[src/rtl/instr_seq.sv]
// ---------------------------------------------------------------------------
// instr_seq -- six-state instruction sequencer.
//
// Runs a program of PROG_LEN instructions. Each instruction is fetched from
// memory, latched, decoded into datapath controls and written back over a
// fixed FETCH -> DECODE -> EXEC -> WB sequence. A run ends when the last
// instruction has been written back or when halt is raised during WB.
//
// Ports
//   clk        system clock, rising edge
//   rst_n      asynchronous active-low reset
//   start      run request (looked at in IDLE only)
//   halt       early-stop request (looked at in WB only)
//   mem_req    fetch request, high throughout FETCH
//   mem_valid  fetch data valid (looked at in FETCH only)
//   mem_data   instruction: [7:6] opcode, [5:4] reserved, [3:0] immediate
//   pc         address of the current instruction
//   OP         datapath operation: 0 = NOT, 1 = SHL
//   IMM_SEL    operand select: 0 = register, 1 = immediate
//   REG_EN     register-file write enable, one cycle per instruction in WB
//   imm        immediate field of the latched instruction
//   busy       high in every state except IDLE
//   done       one-cycle pulse when a run finishes
// ---------------------------------------------------------------------------
module instr_seq #(
    parameter int PC_W     = 4,
    parameter int PROG_LEN = 16
) (
    input  logic            clk,
    input  logic            rst_n,
    input  logic            start,
    input  logic            halt,
    output logic            mem_req,
    input  logic            mem_valid,
    input  logic [7:0]      mem_data,
    output logic [PC_W-1:0] pc,
    output logic            OP,
    output logic            IMM_SEL,
    output logic            REG_EN,
    output logic [3:0]      imm,
    output logic            busy,
    output logic            done
);

    typedef enum logic [2:0] {
        S_IDLE,
        S_FETCH,
        S_DECODE,
        S_EXEC,
        S_WB,
        S_DONE
    } state_t;

    localparam logic [PC_W-1:0] LAST_PC = PC_W'(PROG_LEN - 1);

    state_t          state;
    state_t          state_nxt;
    logic [PC_W-1:0] pc_q;
    logic [1:0]      ir_op_q;
    logic [3:0]      ir_imm_q;
    logic            run_end;
    logic            unused_rsvd;

    // Bits [5:4] of the instruction word carry no meaning and are not stored.
    assign unused_rsvd = ^mem_data[5:4];

    // halt and the last-instruction condition collapse into one exit, so
    // both at once still yields a single pass through DONE.
    assign run_end = halt || (pc_q == LAST_PC);

    // ---- state register ----
    always_ff @(posedge clk or negedge rst_n) begin
        if (!rst_n) begin
            state <= S_IDLE;
        end else begin
            state <= state_nxt;
        end
    end

    // ---- next-state logic ----
    always_comb begin
        state_nxt = state;
        case (state)
            S_IDLE:   if (start)     state_nxt = S_FETCH;
            S_FETCH:  if (mem_valid) state_nxt = S_DECODE;
            S_DECODE:                state_nxt = S_EXEC;
            S_EXEC:                  state_nxt = S_WB;
            S_WB:                    state_nxt = run_end ? S_DONE : S_FETCH;
            S_DONE:                  state_nxt = S_IDLE;
            default:                 state_nxt = S_IDLE;
        endcase
    end

    // ---- program counter and instruction register ----
    always_ff @(posedge clk or negedge rst_n) begin
        if (!rst_n) begin
            pc_q     <= '0;
            ir_op_q  <= '0;
            ir_imm_q <= '0;
        end else begin
            if (state == S_IDLE && start) begin
                pc_q <= '0;
            end else if (state == S_WB && !run_end) begin
                pc_q <= pc_q + PC_W'(1);
            end
            if (state == S_FETCH && mem_valid) begin
                ir_op_q  <= mem_data[7:6];
                ir_imm_q <= mem_data[3:0];
            end
        end
    end

    // ---- outputs (decoded from state only) ----
    always_comb begin
        mem_req = 1'b0;
        OP      = 1'b0;
        IMM_SEL = 1'b0;
        imm     = 4'h0;
        REG_EN  = 1'b0;
        done    = 1'b0;
        busy    = (state != S_IDLE);
        case (state)
            S_FETCH: mem_req = 1'b1;
            S_DECODE, S_EXEC: begin
                OP      = ir_op_q[0];
                IMM_SEL = ir_op_q[1];
                imm     = ir_imm_q;
            end
            S_WB: begin
                OP      = ir_op_q[0];
                IMM_SEL = ir_op_q[1];
                imm     = ir_imm_q;
                REG_EN  = 1'b1;
            end
            S_DONE:  done = 1'b1;
            default: ;
        endcase
    end

    assign pc = pc_q;

endmodule

[config.mk]
export PLATFORM = sky130hd
export DESIGN_NAME = instr_seq
export DESIGN_NICKNAME = d
export VERILOG_FILES = /design/src/rtl/instr_seq.sv
export SDC_FILE = /design/constraint.sdc
export NUM_CORES = 1
export LEC_CHECK = 0
export BUFFER_PORTS_ARGS = -buffer_cell sky130_fd_sc_hd__buf_2
export CAP_MARGIN = 20
export CORE_ASPECT_RATIO = 1.1
export CORE_MARGIN = 2
export CORE_UTILIZATION = 45
export DETAILED_ROUTE_END_ITERATION = 6
export PLACE_DENSITY = 0.82
export RECOVER_POWER = 25
export SLEW_MARGIN = 25
export SYNTH_ARGS = -nofsm -noshare
export SYNTH_HDL_FRONTEND = slang
export SYNTH_SLANG_ARGS = --single-unit
[constraint.sdc]
create_clock -name clk -period 1.9 [get_ports clk]
set_input_delay 0 -clock clk [delete_from_list [all_inputs] [get_ports clk]]
set_output_delay 0 -clock clk [all_outputs]
set_load 0.01 [all_outputs]
Yosys cells after proc, flatten, opt, wreduce, memory -nomap -nowiden
Cells that the tools add are included. W data, S select, Z words.

Add/sub/neg operators: 1. Equality and inequality tests: 8. Muxes and demuxes: 12. Reduce and logical (&&, ||, !) cells: 10.

Operators with widths (count): $pmux W3 S5 (1); $mux W4 (3); $mux W3 (3); $eq A3 B2 Y1 const B (2); $eq A3 B3 Y1 const B (2); $mux W1 (5); $add A4 B1 Y4 const B (1); $eq A4 B4 Y1 const B (1); $ne A2 B2 Y1 const B (2); $eq A3 B1 Y1 const B (1); $logic_and A1 B1 Y1 (3); $logic_not A3 Y1 (1); $reduce_bool A3 Y1 (1); $reduce_or A3 Y1 (1); $reduce_and A2 Y1 (1); $reduce_bool A2 Y1 (1); $logic_not A1 Y1 (1); $logic_or A1 B1 Y1 (1).

Bits in registers: 13.

Depth between registers and ports, before layout
Gate-level depths: netlist of run 1.

Depth after elaboration: 6. Depth in mapped cells: 5. Mapped depth without buffers: 4.

Least setup slack after synthesis of run 1
No wires, ideal clock.

Path type: register to register. From: reg state[1]. To: reg ir_imm_q[0]. Arrival: 1348 ps. Required time: 1775 ps. Path slack: 427 ps. Stages on the path, launching flop included: 4. Path buffers: 0. Cell sequence: dfrtp_1 -> nand2b_1 -> nor3b_2 -> mux2_2.

Word-level cells in the longest chain between the ends: 2.

RTL lines: start: declaration (RTL line 56) `state_t state;`; start signal: assignment (RTL line 76) `state <= state_nxt;`; $eq A3 B1 Y1 (RTL line 106) `if (state == S_FETCH && mem_valid) begin`; $logic_and A1 B1 Y1 (RTL line 106); end signal: assignment (RTL line 108) `ir_imm_q <= mem_data[3:0];`; end: declaration (RTL line 60) `logic [3:0] ir_imm_q;`.

No other way between the ends. A chain may end at the register's enable or synchronous reset.

Worst setup path in the final report of run 1
From: reg state[2]. To: out imm[2].

Word-level cells in the longest chain between the ends: 3. Elaborated cells on any way between the ends: 5. Those cells by class: eq/ne (3); mux (1); reduce/logical (1).

RTL lines: $eq A3 B3 Y1 / $eq A3 B2 Y1 (equally long branches) (RTL line 122) `case (state)`; $reduce_or A3 Y1 (no line) *; $mux W4 * (RTL line 122); end: declaration (RTL line 40) `output logic [3:0] imm,`.

Every way passes the cells marked *; elsewhere a longest branch is shown, timed or not.

==> impl_results.md, run 1 <==
* Combinational fraction of design power at between 40% and 50%
* Max Transition Viols Final at 0
* Yosys top cell by area: dfrtp_1
* Post-synth top area share at between 40% and 50%
* Vias in the first global route at between 500 and 600
* Port bufs at 24
* Initial antenna violation count at 0
* Clock sink count at 13
* Worst EP arrival at 1.74 ns
* Core area at roughly 1400 sq um
* Share of total power in the clock network at between 10 and 15%
* Total chip power at ~1200 uW
* Mapped Area at 669 sq um
* Req. time, crit path at 1.90 ns
* Die span in x at about 41 um
* Measured slew at the worst slew-check pin at 0.685 ns
* Synth unique cells at 25
* Worst-Skew Late Latency at about 0.27 ns
* Power Internal at roughly 750 uW
* Max-capacitance violation count at 0
* Compound-Gate Fraction of Synth Area at around 9.2%
* Gp weighted congestion at 0.846
* Largest net degree at the start of global routing at 14
* Number of diodes at 0
* Adder-Cell Fraction of Synth Area at 1.87%
* Synth Flop Type: dfrtp_1
* CTS tree: built
* Fmax at 0.576 GHz
* Post-Route Skew at 0.00315 ns
* Hold WS at 0.0356 ns
* Crit path time final at ~1.7 ns
* Routed wire length at 1.29 mm
* Reg clk slew, reported paths at around 0.08 ns
* All-Layer GR Usage at about 17%
* Worst rel slew slack at roughly 54%
* Layout Utilization at 65.1%
* Synth Instances at 61
* XOR/XNOR Fraction of Synth Area at 0%
* Status: finished, final reports clean
* DRT Pass-1 Iters at 2
* CTS H-tree depth at 1
* CTS max path bufs at 2
* Half-perimeter wire length after placement at approximately 980 um
* Ports at 27
* Setup violators final at 0
* Crit Path Category: flop to primary output
* Layout cell share with drive strength beyond 1 at 39.6%
* Synth Area in Simple Gates at approximately a quarter
* Synth cell count leaders: 13 x dfrtp_1, 6 x mux2_2, 6 x nor2b_1
* Count leader, synth: dfrtp_1
* Via/cell ratio at between 5 and 6
* Switching share of power at 35.9%
* WL per Instance at between 10 and 15 um
* Number of synthesized flops with an enable pin at 0
* Die footprint at 1810 sq um
* Syn Nets at between 70 and 80
* Peak supply drop at 0.000575 V
* Tcrit/Tclk final at 91.4%
* Type of destination of the critical path: primary output
* Routed vias at roughly 560
* DR iter-0 viols at 2
* Grt total ovfl at 0
* RSZ-0062 raised after global routing: no
* Area contributors post-synth: dfrtp_1 49%, mux2_2 10%, nor2b_1 5.6%
* Starting Density at between 40% and 50%
* Global-route wire length before repair at 1.98 mm
* Leak at roughly 0.00044 uW
* Power Dens Cells at around 1300 nW/um^2
* Antenna Nets Post-Route at 0
* Ys Warns at 0
* Area grow syn2layout at 34.6%
* # rows at 14
* Nets at 111
* Switching pwr at 419 uW
* PostCTS Resize Cnt at 0
* Mux share of post-synthesis cell area at 13.1%
* Final Hold Vio Count at 0
* Hold/Removal Path Class: input port to flop
* Post-synthesis async set-or-reset flop share at between 90% and 100%
* DR DRC count at 0
* Sequential fraction of the synthesis area at approximately half
* Die Y-Extent at roughly 44 um
* Flop pwr share at between 40% and 50%
* Mean Syn Cell Area at between 10 and 15 sq um
* TritonCTS buffer count at 3
* Main combinational cell family by area after synthesis: simple AND/OR/NAND/NOR gates
* Setup_tns at 0 ns
* Post-synthesis register bit count at 13
* CP startpoint kind: flop
* Critical Path Fanout Max at 10
* CTS Root Cell: clkbuf_4
logic make-up after synthesis:
family                     count (synthesis)
and+or+nand+nor                           26
DFF                                       13
AOI/OAI and AO/OA                         10
muxes                                      8
buffers and inverters                      3
adders and majority gates                  1
power by group through the flow:
stage               registers (uW)  logic (uW)  clock network [uW]
detailed placement             482         521                   0
global placement               476         507                   0
global route                   495         579                 180
floorplan                      454         382                   0
finish                         478         527                 163
CTS                            478         533                 177
cell type report:
cell class / instances / area [sq um]
Clock buffer: 4 / 26.3
Fill cell: 109 / 483
Inverter: 2 / 7.51
Multi-Input combinational cell: 45 / 325
Sequential cell: 13 / 325
Tap cell: 16 / 20.0
Timing Repair Buffer: 32 / 196
path summary, 6_finish.rpt:
kind | startpoint | to | slack, ns | depth (start not counted)
setup / recovery | state[2]$_DFFE_PN0P_ | imm[2] | 0.16 | 5
hold / removal | halt | pc[1]$_DFFE_PN0P_ | 0.04 | 4
setup reg to reg | state[1]$_DFFE_PN0P_ | ir_op_q[0]$_DFFE_PN0P_ | 0.28 | 3
hold reg to reg | ir_imm_q[0]$_DFFE_PN0P_ | ir_imm_q[0]$_DFFE_PN0P_ | 0.50 | 1
max in group asynchronous | rst_n | state[0]$_DFFE_PN0P_ | 1.18 | 2
min in group asynchronous | rst_n | pc[1]$_DFFE_PN0P_ | 0.29 | 2
layer usage:
metal | GRT usage [%] | up-vias | wire [um]
met2 | 27.0 | 8 | 715
met5 | 0 | - | 0
met4 | 8.00 | 0 | 0
met3 | 4.52 | 0 | 34
li1 | - | 290 | -
met1 | 19.3 | 266 | 537
layout by cell type (no fill, tap or decap), types with 3 or more instances in the layout:
cell           count
clkbuf_4           3
a21oi_1            3
nor2b_1            6
o21ai_0            3
mux2_2             6
nand2b_1           4
nand3_1            3
buf_2             23
nor2_1             4
dfrtp_1           13
dlygate4sd3_1      7
flip-flops by register name, indices dropped and copies added, names as in the netlist:
register  count
ir_imm_q      4
ir_op_q       2
pc            4
state         3
per-stage QoR:
stage	cells	area, sq um	worst slack, ns
3_5_place_dp	101	806	0.286
2_1_floorplan	61	669	0.427
3_3_place_gp	101	806	0.300
5_1_grt	112	901	0.0724
4_1_cts	112	902	0.150
6_report	112	901	0.162
worst max-delay path: stages, from the launching register on:
cell and delay, ns:
dfrtp_1 0.50, or3b_4 0.45, inv_1 0.12, nor2_1 0.12, nor2b_1 0.14, buf_2 0.14
repair_timing:
action | CTS | global route
endpoints found under the hold margin | 19 | 0
hold buffers | 7 | 0
buffers inserted | 0 | 0
Note: power is estimated with default switching activity, not from simulation.
==> run 2, diff against run 1 <==
--- a/config.mk
+++ b/config.mk
@@ -10,6 +10,7 @@
 export CORE_ASPECT_RATIO = 1.1
 export CORE_MARGIN = 2
 export CORE_UTILIZATION = 45
+export CTS_CLUSTER_SIZE = 14
 export DETAILED_ROUTE_END_ITERATION = 6
 export PLACE_DENSITY = 0.82
 export RECOVER_POWER = 25
==> constraint.sdc (replaced) <==
create_clock -name clk -period 1.9 [get_ports clk]
set_input_delay 0.095 -clock clk [delete_from_list [all_inputs] [get_ports clk]]
set_output_delay 0.095 -clock clk [all_outputs]
set_load 0.01 [all_outputs]
==> impl_results.md, run 2 (synthesis results as in run 1) <==
* DR DRC count at 0
* Max Transition Viols Final at 0
* Routed wire length at 1.30 mm
* Clock sink count at 13
* Gp weighted congestion at 0.846
* Crit path time final at around 1.8 ns
* Max-capacitance violation count at 0
* Global-route wire length before repair at about 2.0 mm
* Post-Route Skew at between 0.001 and 0.0015 ns
* Port bufs at 24
* Via/cell ratio at between 5 and 6
* Core area at 1380 sq um
* Largest net degree at the start of global routing at 14
* Tcrit/Tclk final at 94.5%
* Die Y-Extent at approximately 44 um
* Setup_tns at 0 ns
* CP startpoint kind: flop
* Fmax at around 0.56 GHz
* CTS H-tree depth at 1
* Commonest non-fill, non-tap cells in the layout: 23 x buf_2, 11 x dfrtp_1, 6 x nor2b_1, 6 x mux2_2
* Ports at 27
* Req. time, crit path at roughly 1.8 ns
* CTS Root Cell: clkbuf_4
* Peak supply drop at between 0.0006 and 0.0007 V
* WL per Instance at roughly 12 um
* Layout cell share with drive strength beyond 1 at approximately 44%
* Worst-Skew Late Latency at about 0.27 ns
* Crit-path max cell delay at roughly 0.45 ns
* Routed vias at 558
* RSZ-0062 raised after global routing: no
* TritonCTS buffer count at 3
* CTS tree: built
* Vias in the first global route at 498
* # rows at 14
* Antenna Nets Post-Route at 0
* Reg2Reg Depth at 3
* Final Hold Vio Count at 0
* Number of diodes at 0
* DR iter-0 viols at 2
* Leak at a little over 0.0004 uW
* Status: finished, final reports clean
* Worst EP arrival at 1.70 ns
* Die span in x at between 40 and 50 um
* Area grow syn2layout at 26.0%
* Die footprint at between 1500 and 2000 sq um
* Critical Path Fanout Max at 8
* Setup violators final at 0
* Grt total ovfl at 0
* Cell depth of the worst hold path at 2
* Slowest cell on crit path: dfrtp_2
* Initial antenna violation count at 0
* Power Dens Cells at 1390 nW/um^2
* Hold/Removal Path Class: input port to flop
* Total setup buffers inserted after CTS at 0
* Starting Density at 48.4%
* Total chip power at 1180 uW
* Half-perimeter wire length after placement at a little over 1 mm
* Crit path cell chain: or3b_4, inv_1, nor2_1, nor2b_1, buf_2
* Nets at 105
* Crit Path Category: flop to primary output
* All-Layer GR Usage at 17.1%
* Most common cell after layout, fill and taps aside: buf_2
* Type of destination of the critical path: primary output
* Worst rel slew slack at 55.0%
* Reg clk slew, reported paths at around 0.070 ns
* CTS max path bufs at 2
* Measured slew at the worst slew-check pin at 0.675 ns
* DRT Pass-1 Iters at 4
## run 2: area by class of cell
type,instances,area (sq um)
tap,16,20.0
sequential,13,328
multi-input combinational,45,325
clock buffer,4,26.3
inverter,2,7.51
timing repair buffer,26,136
fill,125,541
## run 2: worst paths after layout
check	from	slack (ns)	end
setup / recovery	state[0]$_DFFE_PN0P_	0.10	imm[1]
hold / removal	mem_data[7]	0.05	ir_op_q[1]$_DFFE_PN0P_
max in group asynchronous	rst_n	1.06	state[0]$_DFFE_PN0P_
hold reg to reg	ir_imm_q[0]$_DFFE_PN0P_	0.51	ir_imm_q[0]$_DFFE_PN0P_
setup reg to reg	state[1]$_DFFE_PN0P_	0.28	ir_imm_q[3]$_DFFE_PN0P_
min in group asynchronous	rst_n	0.37	pc[1]$_DFFE_PN0P_
## run 2: through the flow
stage                     hold WS (ns)  area (sq um)  util, %  setup WS, ns  instances
after CTS                       0.0420           842     60.8        0.0368        106
after detailed placement      -0.00731           806     58.2         0.284        101
after global routing            0.0373           843     60.9       0.00284        106
final                           0.0472           843     60.9         0.104        106
after floorplan                 -0.201           669        -         0.427         61
after global placement        -0.00990           806     58.2         0.300        101
## run 2: worst max-delay path: cells and delay by family (launching register included)
| family | cells | cell delay [ns] |
|---|---|---|
| buffers and inverters | 2 | 0.27 |
| AND/OR/NAND/NOR | 3 | 0.70 |
| flip-flops | 1 | 0.45 |
## run 2: where the power goes
part           switching, uW  internal (uW)
combinational            245            277
sequential              97.7            387
clock                   87.7           81.4
total                    430            746
## run 2: per-layer routing
metal	GRT usage, %	share of wire (%)
met5	0	0
met2	28.3	56
met1	17.9	39
met3	4.52	3.4
met4	12.0	1.2
## run 2: repair_timing
action | CTS | global route
resized for setup | 0 | 2
endpoints found under the hold margin | 13 | 0
setup endpoints to repair | 0 | 6
hold buffers | 1 | 0
==> run 3, diff against run 2 <==
--- a/config.mk
+++ b/config.mk
@@ -12,6 +12,7 @@
 export CORE_UTILIZATION = 45
 export CTS_CLUSTER_SIZE = 14
 export DETAILED_ROUTE_END_ITERATION = 6
+export GPL_TIMING_DRIVEN = 0
 export PLACE_DENSITY = 0.82
 export RECOVER_POWER = 25
 export SLEW_MARGIN = 25
==> impl_results.md, run 3 (synthesis results as in run 1) <==
* Status: finished, final reports clean
* Area grow syn2layout at 26.5%
* Global-route wire length before repair at ~2.1 mm
* Power Dens Cells at roughly 1400 nW/um^2
* Measured slew at the worst slew-check pin at 0.752 ns
* Fmax at around 0.56 GHz
* Register Area at between 300 and 400 sq um
* DR DRC count at 0
* Most common cell after layout, fill and taps aside: buf_2
* Routed wire length at 1.29 mm
* Crit Path Category: flop to primary output
* Max Transition Viols Final at 0
* Hold/Removal Path Class: input port to flop
* Worst rel slew slack at 49.1%
* Setup_tns at 0 ns
* Fill count at 127
* # rows at 14
* Antenna Nets Post-Route at 0
* CTS tree: built
* Setup violators final at 0
* Type of destination of the critical path: primary output
* Starting Density at roughly 48%
* Req. time, crit path at around 1.8 ns
* Die footprint at 1810 sq um
* All-Layer GR Usage at between 15 and 20%
* Area of the multi-input gates at ~330 sq um
* Worst-Skew Late Latency at between 0.2 and 0.3 ns
* Ports at 27
* Nets at between 100 and 150
* CTS H-tree depth at 1
* Cells after DPL at about 100
* Commonest non-fill, non-tap cells in the layout: 23 x buf_2, 13 x dfrtp_1, 6 x nor2b_1, 6 x mux2_2, 4 x nand2b_1
* Vias in the first global route at 500
* Total setup buffers inserted after CTS at 0
* CP startpoint kind: flop
* Gp weighted congestion at 0.820
* WL per Instance at ~12 um
* Crit path time final at 1.77 ns
* Die span in x at 40.8 um
* Half-perimeter wire length after placement at about 990 um
* Grt total ovfl at 0
* Routed vias at 561
* DR iter-0 viols at 12
* Non-Filler Instances at between 100 and 150
* Critical Path Fanout Max at 8
* CTS max path bufs at 2
* Number of diodes at 0
* DRT Pass-1 Iters at 4
* Peak supply drop at approximately 0.00066 V
* RSZ-0062 raised after global routing: no
* Worst EP arrival at around 1.7 ns
* Via/cell ratio at ~5.3
* Layout cell share with drive strength beyond 1 at 43.3%
* Die Y-Extent at between 40 and 50 um
* Port bufs at 24
* Max-capacitance violation count at 0
* Reg clk slew, reported paths at about 0.080 ns
* Tcrit/Tclk final at around 93%
* TritonCTS buffer count at 3
* Core area at around 1400 sq um
* Clock sink count at 13
* Leak at between 0.0004 and 0.0005 uW
* Post-Route Skew at 0.00337 ns
* CTS Root Cell: clkbuf_4
* Final Hold Vio Count at 0
* Largest net degree at the start of global routing at 14
* Initial antenna violation count at 0
-- run 3: cell counts in the layout (fill, tap and decap cells not counted) --
No cell type changed its count.
-- run 3: where the power goes --
part,switching [uW],internal (uW)
combinational,263,287
clock,86.0,81.2
sequential,79.3,383
-- run 3: worst max-delay path: stages (launching register included) --
cell and delay (ns):
dfrtp_1 0.45, or3b_4 0.45, inv_1 0.14, nor2_2 0.09
nor2b_1 0.13, buf_2 0.15
-- run 3: layer usage --
layer  vias up  part of all wire [%]  GRT usage [%]
met5         -                     0              0
met4         0                     0           6.00
met3         0                   4.4           4.52
met2        19                    51           27.3
met1       266                    45           22.1
li1        276                     -              -
-- run 3: final cells by class --
class	instances	share of cell area, %
buffer	1	1.33
inverter	2	0.886
clock buffer	4	3.10
sequential	13	38.4
multi-input combinational	45	38.7
tap	16	2.36
timing repair buffer	25	15.2
-- run 3: per-stage QoR --
| stage | util (%) | power, uW | setup slack (ns) | hold WS, ns | area, sq um |
|---|---|---|---|---|---|
| detailed placement | 58.5 | 1020 | 0.257 | -0.00644 | 810 |
| global route | 61.2 | 1270 | 0.0506 | 0.0606 | 847 |
| floorplan | - | 837 | 0.427 | -0.201 | 669 |
| global placement | 58.5 | 993 | 0.298 | -0.00670 | 810 |
| CTS | 61.1 | 1180 | 0.106 | 0.0570 | 846 |
| finish | 61.2 | 1180 | 0.128 | 0.0551 | 847 |
-- run 3: worst paths after layout --
path / start / to / slack, ns / cells after the start
setup / recovery: state[0]$_DFFE_PN0P_ / imm[1] / 0.13 / 5
hold / removal: mem_data[2] / ir_imm_q[2]$_DFFE_PN0P_ / 0.06 / 2
setup reg to reg: state[1]$_DFFE_PN0P_ / ir_imm_q[3]$_DFFE_PN0P_ / 0.25 / 3
hold reg to reg: ir_imm_q[0]$_DFFE_PN0P_ / ir_imm_q[0]$_DFFE_PN0P_ / 0.50 / 1
max in group asynchronous: rst_n / ir_imm_q[3]$_DFFE_PN0P_ / 1.10 / 2
min in group asynchronous: rst_n / pc[1]$_DFFE_PN0P_ / 0.37 / 2
-- run 3: timing repair --
action | in CTS | in global routing
endpoints found under the setup margin | 0 | 3
endpoints found under the hold margin | 13 | 0
hold buffers | 1 | 0
gates resized for setup | 0 | 1
